==> src/rtl/mc_ctrl_pkg.sv <==
// Shared encodings for the multi-cycle RV32I control FSM: states, opcodes, mux selects, trap causes.
package mc_ctrl_pkg;

   typedef enum logic [3:0] {
      S_FETCH, S_DECODE, S_MEMADDR, S_MEMREAD, S_MEMWB, S_MEMWRITE, S_EXEC_R,
      S_EXEC_I, S_ALUWB, S_JAL, S_BRANCH, S_LUI, S_AUIPC, S_TRAP
   } state_t;

   localparam logic [6:0] OP_LW     = 7'b0000011;
   localparam logic [6:0] OP_SW     = 7'b0100011;
   localparam logic [6:0] OP_R      = 7'b0110011;
   localparam logic [6:0] OP_I      = 7'b0010011;
   localparam logic [6:0] OP_B      = 7'b1100011;
   localparam logic [6:0] OP_JAL    = 7'b1101111;
   localparam logic [6:0] OP_JALR   = 7'b1100111;
   localparam logic [6:0] OP_LUI    = 7'b0110111;
   localparam logic [6:0] OP_AUIPC  = 7'b0010111;
   localparam logic [6:0] OP_SYSTEM = 7'b1110011;

   localparam logic [1:0] RES_ALUOUT    = 2'b00;
   localparam logic [1:0] RES_DATA      = 2'b01;
   localparam logic [1:0] RES_ALURESULT = 2'b10;

   localparam logic [1:0] ALU_ADD   = 2'b00;
   localparam logic [1:0] ALU_SUB   = 2'b01;
   localparam logic [1:0] ALU_FUNCT = 2'b10;

   localparam logic [1:0] SRCA_PC    = 2'b00;
   localparam logic [1:0] SRCA_OLDPC = 2'b01;
   localparam logic [1:0] SRCA_RS1   = 2'b10;
   localparam logic [1:0] SRCA_ZERO  = 2'b11;

   localparam logic [1:0] SRCB_RS2  = 2'b00;
   localparam logic [1:0] SRCB_IMM  = 2'b01;
   localparam logic [1:0] SRCB_FOUR = 2'b10;

   localparam logic [2:0] IMM_I = 3'b000;
   localparam logic [2:0] IMM_S = 3'b001;
   localparam logic [2:0] IMM_B = 3'b010;
   localparam logic [2:0] IMM_J = 3'b011;
   localparam logic [2:0] IMM_U = 3'b100;

   localparam logic [1:0] TRAP_NONE    = 2'b00;
   localparam logic [1:0] TRAP_ILLEGAL = 2'b01;
   localparam logic [1:0] TRAP_TIMEOUT = 2'b10;
   localparam logic [1:0] TRAP_ECALL   = 2'b11;

   // Immediate format straight from the opcode; anything without its own format reads as I-type.
   function automatic logic [2:0] imm_src(input logic [6:0] op);
      case (op)
         OP_SW:             return IMM_S;
         OP_B:              return IMM_B;
         OP_JAL:            return IMM_J;
         OP_LUI, OP_AUIPC:  return IMM_U;
         default:           return IMM_I;
      endcase
   endfunction

endpackage

==> src/rtl/mc_ctrl_fsm_if.sv <==
// Control bundle between the IR/memory side and the FSM; perf counters appear only with MC_CTRL_PERF_EN.
interface mc_ctrl_fsm_if #(parameter int CNT_W = 32);

   logic [6:0] op;
   logic [2:0] funct3;
   logic       mem_ready;
   logic       mem_req;
   logic       PCUpdate, Branch, AddrSrc, MemWrite, IRWrite, RegWrite;
   logic [1:0] ResultSrc, ALUOp, ALUSrcA, ALUSrcB;
   logic [2:0] ImmSrc;
   logic       halted;
   logic [1:0] trap_cause;
`ifdef MC_CTRL_PERF_EN
   logic [CNT_W-1:0] cycle_cnt, instret_cnt;
`else
   localparam int unused_cnt_w = CNT_W;
`endif

   modport master (
      input  op, funct3, mem_ready,
      output mem_req, PCUpdate, Branch, AddrSrc, MemWrite, IRWrite, RegWrite,
             ResultSrc, ALUOp, ALUSrcA, ALUSrcB, ImmSrc, halted, trap_cause
`ifdef MC_CTRL_PERF_EN
      , output cycle_cnt, instret_cnt
`endif
   );

   modport slave (
      output op, funct3, mem_ready,
      input  mem_req, PCUpdate, Branch, AddrSrc, MemWrite, IRWrite, RegWrite,
             ResultSrc, ALUOp, ALUSrcA, ALUSrcB, ImmSrc, halted, trap_cause
`ifdef MC_CTRL_PERF_EN
      , input cycle_cnt, instret_cnt
`endif
   );

endinterface

==> src/rtl/mc_mem_wait_timer.sv <==
// Counts stalled memory cycles (saturating); expired flags the stall cycle that completes TIMEOUT_CYC waits.
// Combinational expiry so the FSM leaves for TRAP on that same edge; TIMEOUT_CYC=0 never expires.
module mc_mem_wait_timer #(
   parameter int TIMEOUT_W   = 4,
   parameter int TIMEOUT_CYC = 15
) (
   input  logic clk,
   input  logic reset_n,
   input  logic stall,
   input  logic clr,
   output logic expired
);

   localparam logic [TIMEOUT_W:0] LIMIT = (TIMEOUT_W+1)'(TIMEOUT_CYC);

   logic [TIMEOUT_W-1:0] cnt;
   logic [TIMEOUT_W:0]   cnt_inc;

   always_ff @(posedge clk) begin
      if (!reset_n || clr)
         cnt <= '0;
      else if (stall && cnt != '1)
         cnt <= cnt + TIMEOUT_W'(1);
   end

   assign cnt_inc = {1'b0, cnt} + (TIMEOUT_W+1)'(1);
   assign expired = (TIMEOUT_CYC != 0) && stall && (cnt_inc >= LIMIT);

endmodule

==> src/rtl/mc_ctrl_fsm.sv <==
// Multi-cycle RV32I control FSM with variable-latency memory handshake, wait timeout and sticky TRAP.
// Optional perf counters (cycle_cnt, instret_cnt) under MC_CTRL_PERF_EN.
module mc_ctrl_fsm
   import mc_ctrl_pkg::*;
#(
   parameter int TIMEOUT_W       = 4,
   parameter int TIMEOUT_CYC     = 15,
   parameter int TRAP_ON_ILLEGAL = 1,
   parameter int CNT_W           = 32
) (
   input  logic          clk,
   input  logic          reset_n,
   mc_ctrl_fsm_if.master bus
);

   state_t     state, state_nxt;
   logic [1:0] cause_q, cause_nxt;
   logic       mem_state, stall, clr, expired;
   logic       unused_funct3;

   assign mem_state = state inside {S_FETCH, S_MEMREAD, S_MEMWRITE};
   assign stall     = mem_state && !bus.mem_ready;
   assign clr       = bus.mem_ready || (state_nxt != state);
   assign unused_funct3 = ^bus.funct3;

   mc_mem_wait_timer #(.TIMEOUT_W(TIMEOUT_W), .TIMEOUT_CYC(TIMEOUT_CYC)) u_timer (
      .clk     (clk),
      .reset_n (reset_n),
      .stall   (stall),
      .clr     (clr),
      .expired (expired)
   );

   always_ff @(posedge clk) begin
      if (!reset_n) begin
         state   <= S_FETCH;
         cause_q <= TRAP_NONE;
      end else begin
         state <= state_nxt;
         if (state_nxt == S_TRAP && state != S_TRAP)
            cause_q <= cause_nxt;
      end
   end

   always_comb begin
      state_nxt = state;
      cause_nxt = TRAP_NONE;
      case (state)
         S_FETCH, S_MEMREAD, S_MEMWRITE: begin
            if (bus.mem_ready)
               state_nxt = (state == S_FETCH)   ? S_DECODE :
                           (state == S_MEMREAD) ? S_MEMWB  : S_FETCH;
            else if (expired) begin
               state_nxt = S_TRAP;
               cause_nxt = TRAP_TIMEOUT;
            end
         end
         S_DECODE: begin
            case (bus.op)
               OP_LW, OP_SW, OP_JALR: state_nxt = S_MEMADDR;
               OP_R:      state_nxt = S_EXEC_R;
               OP_I:      state_nxt = S_EXEC_I;
               OP_B:      state_nxt = S_BRANCH;
               OP_JAL:    state_nxt = S_JAL;
               OP_LUI:    state_nxt = S_LUI;
               OP_AUIPC:  state_nxt = S_AUIPC;
               OP_SYSTEM: begin
                  state_nxt = S_TRAP;
                  cause_nxt = TRAP_ECALL;
               end
               default: begin
                  // Skipping is safe: PC was already advanced during FETCH.
                  if (TRAP_ON_ILLEGAL != 0) begin
                     state_nxt = S_TRAP;
                     cause_nxt = TRAP_ILLEGAL;
                  end else
                     state_nxt = S_FETCH;
               end
            endcase
         end
         S_MEMADDR: begin
            if (!bus.op[5])     state_nxt = S_MEMREAD;
            else if (bus.op[6]) state_nxt = S_JAL;
            else                state_nxt = S_MEMWRITE;
         end
         S_EXEC_R, S_EXEC_I, S_LUI, S_AUIPC, S_JAL: state_nxt = S_ALUWB;
         S_MEMWB, S_ALUWB, S_BRANCH:                state_nxt = S_FETCH;
         S_TRAP:                                    state_nxt = S_TRAP;
         default: begin
            state_nxt = S_TRAP;
            cause_nxt = TRAP_ILLEGAL;
         end
      endcase
   end

   logic       req_c, pcu_c, br_c, adr_c, mw_c, irw_c, rw_c;
   logic [1:0] res_c, aluop_c, srca_c, srcb_c;

   always_comb begin
      req_c = 1'b0; pcu_c = 1'b0; br_c = 1'b0; adr_c = 1'b0;
      mw_c  = 1'b0; irw_c = 1'b0; rw_c = 1'b0;
      res_c = RES_ALUOUT; aluop_c = ALU_ADD; srca_c = SRCA_PC; srcb_c = SRCB_RS2;
      case (state)
         S_FETCH: begin
            req_c  = 1'b1;
            irw_c  = bus.mem_ready;
            pcu_c  = bus.mem_ready;
            res_c  = RES_ALURESULT;
            srcb_c = SRCB_FOUR;
         end
         S_DECODE:   begin srca_c = SRCA_OLDPC; srcb_c = SRCB_IMM; end
         S_MEMADDR:  begin srca_c = SRCA_RS1;   srcb_c = SRCB_IMM; end
         S_MEMREAD:  begin req_c = 1'b1; adr_c = 1'b1; end
         S_MEMWB:    begin rw_c = 1'b1; res_c = RES_DATA; end
         S_MEMWRITE: begin req_c = 1'b1; adr_c = 1'b1; mw_c = bus.mem_ready; end
         S_EXEC_R:   begin srca_c = SRCA_RS1; srcb_c = SRCB_RS2; aluop_c = ALU_FUNCT; end
         S_EXEC_I:   begin srca_c = SRCA_RS1; srcb_c = SRCB_IMM; aluop_c = ALU_FUNCT; end
         S_LUI:      begin srca_c = SRCA_ZERO;  srcb_c = SRCB_IMM; end
         S_AUIPC:    begin srca_c = SRCA_OLDPC; srcb_c = SRCB_IMM; end
         S_JAL:      begin pcu_c = 1'b1; srca_c = SRCA_OLDPC; srcb_c = SRCB_FOUR; end
         S_ALUWB:    begin rw_c = 1'b1; end
         S_BRANCH:   begin br_c = 1'b1; srca_c = SRCA_RS1; aluop_c = ALU_SUB; end
         default: ;
      endcase
   end

   assign bus.mem_req    = req_c && reset_n;
   assign bus.PCUpdate   = pcu_c && reset_n;
   assign bus.Branch     = br_c  && reset_n;
   assign bus.MemWrite   = mw_c  && reset_n;
   assign bus.IRWrite    = irw_c && reset_n;
   assign bus.RegWrite   = rw_c  && reset_n;
   assign bus.AddrSrc    = adr_c;
   assign bus.ResultSrc  = res_c;
   assign bus.ALUOp      = aluop_c;
   assign bus.ALUSrcA    = srca_c;
   assign bus.ALUSrcB    = srcb_c;
   assign bus.ImmSrc     = imm_src(bus.op);
   assign bus.halted     = (state == S_TRAP);
   assign bus.trap_cause = cause_q;

`ifdef MC_CTRL_PERF_EN
   logic [CNT_W-1:0] cycle_q, instret_q;

   always_ff @(posedge clk) begin
      if (!reset_n) begin
         cycle_q   <= '0;
         instret_q <= '0;
      end else begin
         if (state != S_TRAP)
            cycle_q <= cycle_q + CNT_W'(1);
         if (state_nxt == S_FETCH && state != S_FETCH)
            instret_q <= instret_q + CNT_W'(1);
      end
   end

   assign bus.cycle_cnt   = cycle_q;
   assign bus.instret_cnt = instret_q;
`endif

endmodule

==> src/flat_wrapper.sv <==
// flat-port wrapper written by rule: the top's interface ports become plain ports
module mc_ctrl_fsm_flat import mc_ctrl_pkg::*;
#(
   parameter int TIMEOUT_W       = 4,
   parameter int TIMEOUT_CYC     = 15,
   parameter int TRAP_ON_ILLEGAL = 1,
   parameter int CNT_W           = 32
)
  (clk, reset_n, bus_op, bus_funct3, bus_mem_ready, bus_mem_req, bus_PCUpdate, bus_Branch, bus_AddrSrc, bus_MemWrite, bus_IRWrite, bus_RegWrite, bus_ResultSrc, bus_ALUOp, bus_ALUSrcA, bus_ALUSrcB, bus_ImmSrc, bus_halted, bus_trap_cause);
  mc_ctrl_fsm_if #(.CNT_W(CNT_W)) bus_i ();
  input  logic clk;
  input  logic reset_n;
  input wire logic [$bits(bus_i.op)-1:0] bus_op;
  input wire logic [$bits(bus_i.funct3)-1:0] bus_funct3;
  input wire logic [$bits(bus_i.mem_ready)-1:0] bus_mem_ready;
  output wire logic [$bits(bus_i.mem_req)-1:0] bus_mem_req;
  output wire logic [$bits(bus_i.PCUpdate)-1:0] bus_PCUpdate;
  output wire logic [$bits(bus_i.Branch)-1:0] bus_Branch;
  output wire logic [$bits(bus_i.AddrSrc)-1:0] bus_AddrSrc;
  output wire logic [$bits(bus_i.MemWrite)-1:0] bus_MemWrite;
  output wire logic [$bits(bus_i.IRWrite)-1:0] bus_IRWrite;
  output wire logic [$bits(bus_i.RegWrite)-1:0] bus_RegWrite;
  output wire logic [$bits(bus_i.ResultSrc)-1:0] bus_ResultSrc;
  output wire logic [$bits(bus_i.ALUOp)-1:0] bus_ALUOp;
  output wire logic [$bits(bus_i.ALUSrcA)-1:0] bus_ALUSrcA;
  output wire logic [$bits(bus_i.ALUSrcB)-1:0] bus_ALUSrcB;
  output wire logic [$bits(bus_i.ImmSrc)-1:0] bus_ImmSrc;
  output wire logic [$bits(bus_i.halted)-1:0] bus_halted;
  output wire logic [$bits(bus_i.trap_cause)-1:0] bus_trap_cause;
  assign bus_i.op = bus_op;
  assign bus_i.funct3 = bus_funct3;
  assign bus_i.mem_ready = bus_mem_ready;
  assign bus_mem_req = bus_i.mem_req;
  assign bus_PCUpdate = bus_i.PCUpdate;
  assign bus_Branch = bus_i.Branch;
  assign bus_AddrSrc = bus_i.AddrSrc;
  assign bus_MemWrite = bus_i.MemWrite;
  assign bus_IRWrite = bus_i.IRWrite;
  assign bus_RegWrite = bus_i.RegWrite;
  assign bus_ResultSrc = bus_i.ResultSrc;
  assign bus_ALUOp = bus_i.ALUOp;
  assign bus_ALUSrcA = bus_i.ALUSrcA;
  assign bus_ALUSrcB = bus_i.ALUSrcB;
  assign bus_ImmSrc = bus_i.ImmSrc;
  assign bus_halted = bus_i.halted;
  assign bus_trap_cause = bus_i.trap_cause;
  mc_ctrl_fsm #(.TIMEOUT_W(TIMEOUT_W), .TIMEOUT_CYC(TIMEOUT_CYC), .TRAP_ON_ILLEGAL(TRAP_ON_ILLEGAL), .CNT_W(CNT_W)) u_core (.clk(clk), .reset_n(reset_n), .bus(bus_i));
endmodule
==> config.mk <==
export PLATFORM = sky130hd
export DESIGN_NAME = mc_ctrl_fsm_flat
export DESIGN_NICKNAME = d
export VERILOG_FILES = /design/src/rtl/mc_ctrl_pkg.sv /design/src/rtl/mc_ctrl_fsm_if.sv /design/src/rtl/mc_mem_wait_timer.sv /design/src/rtl/mc_ctrl_fsm.sv /design/src/flat_wrapper.sv
export SDC_FILE = /design/constraint.sdc
export NUM_CORES = 1
export LEC_CHECK = 0
export BUFFER_PORTS_ARGS = -buffer_cell sky130_fd_sc_hd__buf_4
export CAP_MARGIN = 20
export CORE_MARGIN = 2
export CORE_UTILIZATION = 46
export CTS_CLUSTER_SIZE = 30
export DETAILED_ROUTE_END_ITERATION = 8
export PLACE_DENSITY = 0.77
export SLEW_MARGIN = 40
export SYNTH_ARGS = -nofsm -noshare
export SYNTH_HDL_FRONTEND = slang
export SYNTH_SLANG_ARGS = --single-unit
==> constraint.sdc <==
create_clock -name clk -period 2.26 [get_ports clk]
set_input_delay 0 -clock clk [delete_from_list [all_inputs] [get_ports clk]]
set_output_delay 0 -clock clk [all_outputs]
set_load 0.01 [all_outputs]
# Word level (Yosys, flattened, before mapping)
# Cells that the tools add are included.
[word_totals]
word_cells = 87
reg_bits = 10
in_bits = 13
[classes]
mux = 24
n_addsub = 2
eq_ne = 27
magnitude_cmp = 1
n_reduce_logical = 30
[ops]
columns = ["operator", "count"]
rows = [
  ["$eq A4 B4 Y1 const B", 7],
  ["$eq A7 B7 Y1 const B", 4],
  ["$pmux W4 S7", 1],
  ["$eq A7 B6 Y1 const B", 3],
  ["$mux W4", 5],
  ["$pmux W4 S5", 1],
  ["$eq A4 B3 Y1 const B", 4],
  ["$pmux W2 S2", 4],
  ["$eq A7 B5 Y1 const B", 2],
  ["$pmux W2 S3", 2],
  ["$pmux W3 S4", 1],
  ["$reduce_or A3 Y1", 4],
  ["$logic_and A1 B1 Y1", 10],
  ["$reduce_or A10 Y1", 1],
  ["$reduce_or A2 Y1", 5],
  ["$reduce_or A5 Y1", 2],
  ["$reduce_or A9 Y1", 1],
  ["$eq A4 B2 Y1 const B", 2],
  ["$ne A4 B4 Y1 const B", 2],
  ["$eq A7 B2 Y1 const B", 1],
  ["$mux W1", 6],
  ["$add A4 B1 Y5 const B", 1],
  ["$ge A5 B4 Y1 const B", 1],
  ["$add A4 B1 Y4 const B", 1],
  ["other kinds (10)", 13],
]

# Depth between registers and ports, before layout
[logic_depth]
word_depth = 10
depth_mapped = 9
mapped_depth_nobuf = 9

# Modules after synthesis
# A second synthesis with hierarchy kept.
[unflattened]
cells_unflattened = 161
hier_area_um2 = 1106.1
[by_module_without_submodules]
columns = ["mod", "n_inst", "cells_each", "area_each_um2", "seq_area_each_um2"]
rows = [
  ["mc_ctrl_fsm", 1, 135, 855.8, 120.1],
  ["mc_mem_wait_timer", 1, 26, 250.2, 80.1],
]

# Worst setup path before layout
# No wires, ideal clock.
[synth_path]
kind = "register to register"
start = "register u_core.u_timer.cnt[0]"
end = "register u_core.u_timer.cnt[2]"
slack_ns = -0.059
setup_time_ns = 0.086
stages_incl_launch_ff = 10
arrival_time_ns = 2.232
required_time_ns = 2.174
cell_sequence = "dfxtp_1 inv_1 ha_1 nor2_1 o311a_1 a311oi_2 a21oi_1 a221oi_2 o221ai_2 a221oi_2"
[synth_via]
elab_chain_len = 9
[synth_rtl]
columns = ["element", "line_no", "source"]
rows = [
  ["start, declared", "mc_mem_wait_timer.sv:16", "logic [TIMEOUT_W-1:0] cnt;"],
  ["start signal, assigned", "mc_mem_wait_timer.sv:23", "cnt <= cnt + TIMEOUT_W'(1);"],
  ["$add A4 B1 Y5", "mc_mem_wait_timer.sv:26", "assign cnt_inc = {1'b0, cnt} + (TIMEOUT_W+1)'(1);"],
  ["named net u_core.u_timer.cnt_inc[0]", "mc_mem_wait_timer.sv:17", "logic [TIMEOUT_W:0] cnt_inc;"],
  ["$ge A5 B4 Y1", "mc_mem_wait_timer.sv:27", "assign expired = (TIMEOUT_CYC != 0) && stall && (cnt_inc >= LIMIT);"],
  ["$logic_and A1 B1 Y1", "mc_mem_wait_timer.sv:27", ""],
  ["$mux W4", "mc_ctrl_fsm.sv:53", "else if (expired) begin"],
  ["$mux W4", "mc_ctrl_fsm.sv:50", "if (bus.mem_ready)"],
  ["$pmux W4 S5", "mc_ctrl_fsm.sv:48", "case (state)"],
  ["$ne A4 B4 Y1", "mc_ctrl_fsm.sv:23", "assign clr = bus.mem_ready || (state_nxt != state);"],
  ["$logic_or A1 B1 Y1", "mc_ctrl_fsm.sv:23", ""],
  ["$logic_or A1 B1 Y1", "mc_mem_wait_timer.sv:20", "if (!reset_n || clr)"],
]
# The timed path passes the listed nets, and every way through them passes these cells.
# A chain may end at the register's enable or synchronous reset.

# Worst setup path after layout
# Ends and elaborated chain as after synthesis.

==> results by stage <==
Outcome:
- The run finished with clean final reports.

Worst setup path:
- By instance count, the cell type seen most on the critical path is sky130_fd_sc_hd__a221oi_2.
- For this design, the slowest cell found on the critical path is sky130_fd_sc_hd__dfxtp_2.
- The worst setup path is captured at a register.
- The worst-path maximum fanout is 4.
- For this run, the slowest stage of the critical path takes 0.33 ns.
- The register-to-register setup slack is 0.06 ns.
- The data required time at the worst endpoint is 2.44 ns.
- The destination of the worst register-to-register timing path is u_core.u_timer.cnt[2]$_SDFFE_PP0P_.
- The signal on the critical path passes through inv_2 > ha_4 > nor2_1 > o311a_1 > a311oi_4 > buf_6 > o2111ai_2 > a221oi_2 > o221ai_2 > a221oi_2.
- Measured in cells, the most critical reg-to-reg path has a length of 10.
- STA classifies the critical path startpoint as a register.
- The type of the setup path with the least slack is register to register.
- At the worst endpoint, the arrival time is 2.38 ns.
- The critical register-to-register path startpoint is u_core.u_timer.cnt[0]$_SDFFE_PP0P_.

Power and ir drop:
- The power per cell area is 473 mW/mm².
- The worst supply voltage drop on vdd is 0.358 mV.
- The overall power consumption is 749 µW.
- Summed over all cells, the static leakage comes to 0.000682 µW.
- Sequential cells burn 26.7% of the power.
- Of the total power, the clock network draws 16.1%.
- The share of power burned in combinational logic is 57.2%.
- In this run switching power makes up 39.5% of total power.
- The power dissipated by switching net loads is 296 µW.
- The internal power contribution is 453 µW.

Synthesis:
- The share of the synthesized area in the top cell type is 17.2%.
- The number of warning messages in the yosys log is 0.
- The summed instance area of the synthesized netlist is 0.00116 mm².
- Synthesis instantiated 54 different standard cells from the library.
- The synthesized design contains 0 enable-type register cells.
- After synthesis, the mean cell area works out to 7.40 µm².
- For this run, the leading register cell type out of synthesis is sky130_fd_sc_hd__dfxtp_1.
- The post-synthesis async set-or-reset flop share is 0%.
- The count of state elements after synthesis is 10.
- By area the synthesized netlist is led by sky130_fd_sc_hd__dfxtp_1 (17%), sky130_fd_sc_hd__nor2_1 (6.5%), sky130_fd_sc_hd__nor3_1 (5.6%), sky130_fd_sc_hd__a21oi_1 (4.3%), sky130_fd_sc_hd__nand2_1 (3.2%).
- sky130_fd_sc_hd__dfxtp_1 takes more of the synthesized area than any other cell.
- Synthesis handed over a netlist of 157 instances.
- The sequential share of the synthesized area is 17.2%.
- The number of nets in the synthesized netlist is 172.

Clock tree:
- In this run the number of H-tree levels came out at 1.
- Clock tree synthesis inserted a total of 3 buffers.
- The clock net in this run drives a total of 10 sinks.
- The clock passes through at most 2 buffers.
- The clock transition at the register clock pins on the worst setup and hold paths after CTS is 0.06 ns.
- TritonCTS built the clock tree.
- The root buffer selected by CTS is sky130_fd_sc_hd__clkbuf_4.
- The later pin in the worst-skew pair is clocked with a latency of 0.27 ns.

Worst hold path:
- The cell depth of the worst hold path is 2.
- The worst hold path startpoint is reset_n.
- The worst-case hold path end point is u_core.bus.trap_cause[0]$_SDFFE_PN0P_.
- The min-delay analysis places its worst path in the category input pin to register.

STA:
- The final worst-path setup slack is 0.0615 ns.
- The maximum clock frequency is 455 MHz.
- Setup repair after global routing could not meet its margin everywhere.
- The total count of hold-check failures in the final report is 0.
- The final max-slew violation count is 0.
- The clock arrives with 0.00488 ns of skew.
- The final critical path takes up 97.3% of the cycle.
- Setup violations remaining at the end of the flow were counted as 0.
- The measured slew at the worst slew-check pin is 0.423 ns.
- The shortest period the worst path allows is 2.20 ns.
- The worst relative slew slack is 71.5%.
- The total negative setup slack is 0 ns.

GRT:
- The number of global-route vias before repair is 1159.
- The total global routing track utilization is 23.2%.
- The maximum number of pins on one net before global-route repair is 14.
- The first global-routing pass estimated 5000 µm of wire.
- The number of antenna violations at the first check in global routing is 0.
- The leftover overflow at the end of global routing is 0.

Placement:
- The detailed placement HPWL is 2500 µm.
- The pre-CTS setup slack is -0.102 ns.
- In this run the cell area measured after placement is 0.00152 mm².
- Input and output buffers added on the ports amount to 30.
- The placer's final routability congestion estimate is 0.923.

Floorplanning:
- The die covers 0.00294 mm².
- The starting density of the core is 47.7%.
- The number of placement rows is 18.
- The floorplan die height is 54.2 µm.
- The horizontal die dimension is 54.2 µm.
- The floorplan step defined a core boundary enclosing 0.00243 mm².
- The number of top-level design ports is 34.

Drt:
- The detailed router placed 1327 vias in this run.
- The via count normalized by instance count is 5.82.
- The count of nets left with antenna violations once routing finished came out at 0.
- After detailed routing, the average wire length per cell comes to 14.0 µm.
- The initial DRC count is 24.
- The routed design has 3200 µm of wire.
- For this run, design rule violations remaining after detail routing come to 0.
- The detailed-router iteration count before antenna repair is 4.

Layout:
- Summing all multi-input logic gate instances after layout gives 913 µm².
- The share of layout cells above drive strength 1 is 38.4%.
- The final standard cell area without fillers is 0.00159 mm².
- The synthesis-to-finish area growth is 36.5%.
- The sequential cell area is 203 µm².
- The number of nets at the end of the flow is 215.
- The count of fill cells added during filler insertion is 212.
- The repair_antennas step left the layout with diodes totalling 0.

Job:
- The reported max-cap violation count is 0.
[repair_timing]
item / 4_1_cts / 5_1_grt
pin swaps: 1 / 1
cloned: 0 / 0
gates resized for setup: 3 / 6
endpoints found under the setup margin: 4 / 6
hold buffers: 0 / 0
buffers inserted: 1 / 0
[cells by family (layout without fill, tap and decap cells)]
group / after synthesis / in the layout / share of synthesized area, %
AOI/OAI and AO/OA: 43 / 43 / 32.2
xor gates and xnor gates: 5 / 5 / 3.77
adders and majority gates: 2 / 2 / 2.15
buffers and inverters: 20 / 61 / 8.08
DFF: 10 / 10 / 17.2
muxes: 1 / 1 / 1.29
and+or+nand+nor: 76 / 76 / 35.2
[worst max path at each step]
stage	to	depth (start not counted)	startpoint	slack, ns
after floorplan	u_core.u_timer.cnt[0]$_SDFFE_PP0P_	9	u_core.u_timer.cnt[0]$_SDFFE_PP0P_	-0.02
after global placement	u_core.u_timer.cnt[2]$_SDFFE_PP0P_	9	u_core.u_timer.cnt[0]$_SDFFE_PP0P_	0.02
after detailed placement	u_core.u_timer.cnt[2]$_SDFFE_PP0P_	9	u_core.u_timer.cnt[0]$_SDFFE_PP0P_	-0.10
after CTS	u_core.bus.trap_cause[0]$_SDFFE_PN0P_	9	u_core.state[1]$_SDFF_PN0_	0.003
after global routing	u_core.u_timer.cnt[2]$_SDFFE_PP0P_	10	u_core.u_timer.cnt[0]$_SDFFE_PP0P_	-0.09
final	u_core.u_timer.cnt[2]$_SDFFE_PP0P_	10	u_core.u_timer.cnt[0]$_SDFFE_PP0P_	0.06
[layout by cell type, fill, tap and decap left out, drive strengths merged, types with 4 or more instances in the layout]
master | Yosys | layout
buf | 8 | 50
nor2 | 20 | 20
nor3 | 13 | 13
a21oi | 11 | 11
nand2 | 10 | 10
dfxtp | 10 | 10
inv | 8 | 8
o21ai | 6 | 6
nand2b | 5 | 5
nor2b | 4 | 4
[metrics by stage]
step | util (%) | hold slack [ns] | instances
detailed placement | 62.4 | 0.298 | 224
floorplan | - | 0.0909 | 157
finish | 65.2 | 0.0224 | 228
global route | 65.2 | 0.0316 | 228
global placement | 62.4 | 0.290 | 224
CTS | 64.6 | 0.0228 | 228
[state kept, by name (all words and copies together), names as in the netlist]
signal                 flops
u_core.u_timer.cnt         4
u_core.bus.trap_cause      2
u_core.state               4
[per-layer routing]
layer / part of all wire [%] / vias up / wire (µm) / track usage [%]
met1: 42 / 623 / 1330 / 24.6
met2: 53 / 33 / 1700 / 44.6
li1: - / 666 / - / -
met3: 4.3 / 5 / 136 / 2.73
met5: 0 / - / 0 / 0
met4: 1.1 / 0 / 36 / 11.3
[power by group through the flow]
stage / registers [µW] / logic, µW / clock network (µW)
4_1_cts: 200 / 422 / 123
2_1_floorplan: 197 / 273 / 0
3_5_place_dp: 203 / 414 / 0
3_3_place_gp: 202 / 403 / 0
6_report: 200 / 429 / 120
5_1_grt: 201 / 465 / 129
[worst max-delay path, delay by kind of cell, from the launching register on]
kind,cells,cell delay (ns)
flip-flops,1,0.33
adder cells (fa/ha/maj),1,0.26
AND/OR/NAND/NOR,1,0.04
buffers and inverters,2,0.21
AO/OA/AOI/OAI,6,1.27
[synthesized netlist by cell type, drive strengths merged (3+ instances only)]
library cell and n:
buf 8, nand2b 5, or3 3, nor2b 4, nor2 20, nor3 13
dfxtp 10, nor3b 3, inv 8, a21oi 11, nand2 10, o21ai 6
clkbuf 4, xor2 3
[layout make-up]
type / instances / share of cell area [%]
tap: 30 / 2.37
clock buffer: 3 / 1.42
timing repair buffer: 50 / 23.9
sequential: 10 / 12.8
inverter: 8 / 1.89
multi-input combinational: 127 / 57.6
Power figures use the tool's default switching activity.
